--- src/rtl/mac_pkg.sv ---
// mac_pkg: shared helpers for the multiply-accumulate slice.
//   acc_width()   - accumulator width: full product plus guard bits
//   sign_extend() - sign-extend the low from_w bits of a MAX_W-wide value
//   sat_max()     - most positive w-bit two's-complement value (zero-extended)
//   sat_min()     - most negative w-bit two's-complement value (sign-extended)
// Callers truncate the MAX_W-wide results to their own width.
package mac_pkg;

  localparam int unsigned MAX_W = 128;
  localparam int unsigned IDX_W = $clog2(MAX_W);

  function automatic int acc_width(input int width, input int guard);
    return 2 * width + guard;
  endfunction

  function automatic logic [MAX_W-1:0] sign_extend(input logic [MAX_W-1:0] v,
                                                   input int unsigned      from_w);
    logic [MAX_W-1:0] hi;
    hi = '1 << from_w;
    return v[IDX_W'(from_w - 1)] ? (v | hi) : (v & ~hi);
  endfunction

  function automatic logic [MAX_W-1:0] sat_max(input int unsigned w);
    return (MAX_W'(1) << (w - 1)) - MAX_W'(1);
  endfunction

  function automatic logic [MAX_W-1:0] sat_min(input int unsigned w);
    return ~sat_max(w);
  endfunction

endpackage

--- src/rtl/mul_BaughWooley.sv ---
// mul_BaughWooley: combinational signed (two's-complement) multiplier using
// the Baugh-Wooley partial-product array.
//   X - WIDTH-bit signed multiplicand
//   Y - WIDTH-bit signed multiplier
//   P - 2*WIDTH-bit signed product
module mul_BaughWooley #(
  parameter int WIDTH = 16
) (
  input  logic [WIDTH-1:0]   X,
  input  logic [WIDTH-1:0]   Y,
  output logic [2*WIDTH-1:0] P
);

  localparam int unsigned W  = WIDTH;
  localparam int unsigned PW = 2 * WIDTH;

  logic [PW-1:0]    sum;
  logic [WIDTH-1:0] xs;
  logic [WIDTH-1:0] ys;
  logic             pp;

  // Cross terms involving exactly one sign bit are inverted; the resulting
  // offset is corrected by the constant 2^W + 2^(2W-1) (mod 2^(2W)).
  always_comb begin
    sum = '0;
    xs  = '0;
    ys  = '0;
    pp  = 1'b0;
    for (int unsigned i = 0; i < W; i++) begin
      for (int unsigned j = 0; j < W; j++) begin
        xs = X >> i;
        ys = Y >> j;
        pp = xs[0] & ys[0];
        if ((i == W - 1) != (j == W - 1)) pp = ~pp;
        sum = sum + (PW'(pp) << (i + j));
      end
    end
    sum = sum + (PW'(1) << W) + (PW'(1) << (PW - 1));
    P   = sum;
  end

endmodule

--- src/rtl/mac_accumulator.sv ---
// mac_accumulator: pipelined signed multiply-accumulate over frames.
// Operand pairs are registered (S1), multiplied by mul_BaughWooley and the
// sign-extended product registered (S2), then accumulated (S3). The beat
// flagged in_last closes a frame and its sum is presented on out_acc.
//   clk, rst_n           - clock, asynchronous active-low reset
//   in_valid/in_ready    - operand handshake; in_x, in_y signed, in_last ends frame
//   out_valid/out_ready  - result handshake
//   out_acc              - ACC_W-bit signed frame sum
//   out_ovf              - signed overflow seen anywhere in the frame
// Build option: define MAC_ACC_SATURATE_EN to clamp the accumulator on
// overflow instead of wrapping.
module mac_accumulator
  import mac_pkg::*;
#(
  parameter  int WIDTH     = 16,
  parameter  int ACC_GUARD = 8,
  localparam int ACC_W     = acc_width(WIDTH, ACC_GUARD)
) (
  input  logic             clk,
  input  logic             rst_n,
  input  logic             in_valid,
  output logic             in_ready,
  input  logic [WIDTH-1:0] in_x,
  input  logic [WIDTH-1:0] in_y,
  input  logic             in_last,
  output logic             out_valid,
  input  logic             out_ready,
  output logic [ACC_W-1:0] out_acc,
  output logic             out_ovf
);

  logic               stall;
  logic               s1_valid;
  logic               s1_last;
  logic [WIDTH-1:0]   s1_x;
  logic [WIDTH-1:0]   s1_y;
  logic [2*WIDTH-1:0] prod;
  logic [ACC_W-1:0]   p_ext;
  logic               s2_valid;
  logic               s2_last;
  logic [ACC_W-1:0]   s2_p;
  logic [ACC_W-1:0]   acc;
  logic               ovf_sticky;
  logic [ACC_W-1:0]   sum_wrap;
  logic [ACC_W-1:0]   sum;
  logic               ovf_now;

  // A held result blocks the whole pipeline so nothing is lost or duplicated.
  assign stall    = out_valid & ~out_ready;
  assign in_ready = ~stall;

  mul_BaughWooley #(.WIDTH(WIDTH)) u_mul (
    .X (s1_x),
    .Y (s1_y),
    .P (prod)
  );

  always_comb begin
    p_ext = ACC_W'(sign_extend(MAX_W'(prod), 2 * WIDTH));
  end

  always_comb begin
    sum_wrap = acc + s2_p;
    ovf_now  = (acc[ACC_W-1] == s2_p[ACC_W-1]) &&
               (sum_wrap[ACC_W-1] != acc[ACC_W-1]);
`ifdef MAC_ACC_SATURATE_EN
    if (ovf_now)
      sum = acc[ACC_W-1] ? ACC_W'(sat_min(ACC_W)) : ACC_W'(sat_max(ACC_W));
    else
      sum = sum_wrap;
`else
    sum = sum_wrap;
`endif
  end

  always_ff @(posedge clk or negedge rst_n) begin
    if (!rst_n) begin
      s1_valid   <= 1'b0;
      s1_last    <= 1'b0;
      s1_x       <= '0;
      s1_y       <= '0;
      s2_valid   <= 1'b0;
      s2_last    <= 1'b0;
      s2_p       <= '0;
      acc        <= '0;
      ovf_sticky <= 1'b0;
      out_valid  <= 1'b0;
      out_acc    <= '0;
      out_ovf    <= 1'b0;
    end else if (!stall) begin
      s1_valid <= in_valid;
      if (in_valid) begin
        s1_x    <= in_x;
        s1_y    <= in_y;
        s1_last <= in_last;
      end

      s2_valid <= s1_valid;
      if (s1_valid) begin
        s2_p    <= p_ext;
        s2_last <= s1_last;
      end

      // Not stalled means any presented result is being taken this edge,
      // so a closing beat may reload the output back-to-back.
      if (s2_valid && s2_last) begin
        out_acc    <= sum;
        out_ovf    <= ovf_sticky | ovf_now;
        out_valid  <= 1'b1;
        acc        <= '0;
        ovf_sticky <= 1'b0;
      end else begin
        out_valid <= 1'b0;
        if (s2_valid) begin
          acc        <= sum;
          ovf_sticky <= ovf_sticky | ovf_now;
        end
      end
    end
  end

endmodule

--- config.mk ---
export PLATFORM = sky130hd
export DESIGN_NAME = mac_accumulator
export DESIGN_NICKNAME = d
export VERILOG_FILES = /design/src/rtl/mac_pkg.sv /design/src/rtl/mul_BaughWooley.sv /design/src/rtl/mac_accumulator.sv
export SDC_FILE = /design/constraint.sdc
export NUM_CORES = 1
export LEC_CHECK = 0
export CORE_MARGIN = 8
export CORE_UTILIZATION = 35
export DETAILED_ROUTE_END_ITERATION = 16
export GPL_ROUTABILITY_DRIVEN = 0
export GPL_TIMING_DRIVEN = 0
export SYNTH_ARGS = -nofsm -noshare
export SYNTH_HDL_FRONTEND = slang
export SYNTH_SLANG_ARGS = --single-unit
--- constraint.sdc ---
create_clock -name clk -period 16.3 [get_ports clk]
set_clock_uncertainty 0.2 [all_clocks]
set_input_delay 3.26 -clock clk [delete_from_list [all_inputs] [get_ports clk]]
set_output_delay 3.26 -clock clk [all_outputs]
set_load 0.02 [all_outputs]
==> impl_metrics.yaml <==
layout:
  layout_commonest_cell: "nand2_1"
  fill_cells: 4452
  layout_common_cells: "nand2_1, inv_1, fa_1, dfrtp_1, ha_1"
  design_area_mm2: 0.0179
  fin_nets: 2103
  multi_input_area_mm2: 0.0109
  seq_area_mm2: 0.00378
  diodes: 0
  layout-drive-gt1-share: 0.0665
  syn_to_final_growth_pct: 13.5
worst_setup_path:
  start_kind: "input port"
  cp-end-kind: "primary output"
  cp_data_required_time_ns: 12.84
  arrival_ns: 5.13
  crit_path_max_fanout: 9
  crit_type: "in -> out"
yosys:
  synth.cell_area_mm2: 0.0158
  ys_ff_latch: 151
  syn_nets: 2004
  yosys-top-cells-area: "fa_1, dfrtp_1, ha_1"
  synth_top_area_frac: 0.253
  synth.distinct_cells: 70
  netlist.top_cell.by_area: "fa_1"
  yosysSeqAreaShare: 0.240
  syn_area_per_cell_um2: 9.65
  synth_top_flop_cell: "dfrtp_1"
  yosysWarnings: 0
  synth_edf_count: 0
  synthArstFlopShare: 1.00
  netlist_instances: 1634
cts:
  cts_root_buf: "clkbuf_16"
  cts_buffers: 17
  post_cts_resized: 0
  clockBufferDepth: 2
  cts_tree: "built"
  cts_hold_buffers: 0
  cts_max_level: 4
  post_cts_buffers: 0
  cts.sink_count: 151
  clock_latency_ns: 0.44
  cts.clk_slew.worst_paths_ns: 0.06
drt:
  vias_per_cell: 5.02
  wl_per_cell_um: 17.7
  top_layer: "met4"
  met2_length_um: 19500
  firstDrtPassIters: 5
  wl_met3_um: 2300
  vias: 11737
  drtIter0Drc: 644
  m1WireLength_um: 18900
  ant_nets: 0
  wirelength_um: 41400
  drc: 0
timing:
  tns_ns: 0
  worst_slew_pin_slew_ns: 0.876
  rsz0062_at_grt: "no"
  hold_viol_final: 0
  max_slew_margin: 0.416
  max_freq_mhz: 116
  maxSlewViolCount: 0
  fin_crit_sh: 0.527
  setup_violations: 0
  fin_crit_ns: 8.59
global_route:
  grt_pass1_wl_um: 68400
  grt_overflow: 0
  grt_pass1_vias: 12813
  grt_max_degree: 94
  grt.total_usage: 0.161
  antenna_found_initial: 0
placed_design:
  hpwlAfterDp_um: 33200
  placed_area_mm2: 0.0173
  io_buffers: 79
die:
  ioPinCount: 80
  start_util: 0.356
  rows: 77
  die_w_um: 228
  die_area_mm2: 0.0521
  die_y_um: 228
  coreArea_mm2: 0.0443
run:
  maxCapViolations: 0
outcome:
  status: "completed"
min_path:
  hp-class: "reg -> reg"
[state kept, by name, indices dropped and copies added (netlist names), 16 cells and up]
name     flops
s1_x        16
s2_p        32
s1_y        16
acc         40
out_acc     40
[final timing paths]
path                              from          end  slack [ns]  depth (start not counted)
setup / recovery             out_ready     in_ready        7.71                          4
setup reg to reg              s1_x[14]     s2_p[38]        9.22                         22
hold / removal             out_acc[14]  out_acc[14]        0.27                          2
min in group asynchronous        rst_n      s1_x[4]        2.61                          1
hold reg to reg            out_acc[14]  out_acc[14]        0.27                          2
max in group asynchronous        rst_n       acc[1]       12.38                          2
[synthesized netlist by cell type (9+ instances only)]
cell,n
o21ai_0,47
ha_1,134
and2_1,114
nand3_1,13
nand4_1,9
xnor2_1,35
xor2_1,27
nand2_1,303
inv_1,204
mux2_2,56
fa_1,199
a21o_1,33
clkbuf_1,62
a21oi_1,54
a22o_1,35
nor2_1,32
dfrtp_1,151
[worst max-delay path, cell delays in order]
cell and delay (ns):
clkdlybuf4s50_1 0.40, nor2b_1 0.40, clkinv_1 0.42, clkdlybuf4s50_1 0.65
[cell families (layout without fill, tap and decap cells)]
group | after synthesis | after routing | synth area share
AOI/OAI and AO/OA | 246 | 246 | 0.109
muxes | 60 | 60 | 0.0429
buffers and inverters | 273 | 384 | 0.0656
DFF | 151 | 151 | 0.240
and+or+nand+nor | 509 | 509 | 0.149
adders and majority gates | 333 | 333 | 0.359
xor gates and xnor gates | 62 | 62 | 0.0345
[cell type report]
| class | instances | area share |
|---|---|---|
| repair buffers | 80 | 0.0458 |
| inverters | 205 | 0.0430 |
| multi-input cells | 1210 | 0.612 |
| flip-flops and latches | 151 | 0.211 |
| plain buffers | 68 | 0.0148 |
| well taps | 592 | 0.0414 |
| clock buffers | 20 | 0.0250 |
| clock inverters | 11 | 0.00699 |
[layer usage]
layer	track usage	vias up
met4	0.0415	0
li1	-	5493
met2	0.268	348
met3	0.0292	60
met5	0	-
met1	0.215	5836
[per-stage QoR]
stage / util / hold WS, ns / setup slack [ns] / std cells
3_5_place_dp: 0.391 / 0.263 / 7.75 / 2306
3_3_place_gp: 0.390 / 0.258 / 5.58 / 2305
5_1_grt: 0.404 / 0.302 / 7.68 / 2337
4_1_cts: 0.404 / 0.278 / 7.74 / 2337
2_1_floorplan: - / 0.247 / 9.13 / 1634
6_report: 0.404 / 0.273 / 7.71 / 2337
Power is left out: the tool's default activity adds up to more than one toggle a clock period on the data nets, which glitch-free logic cannot reach.
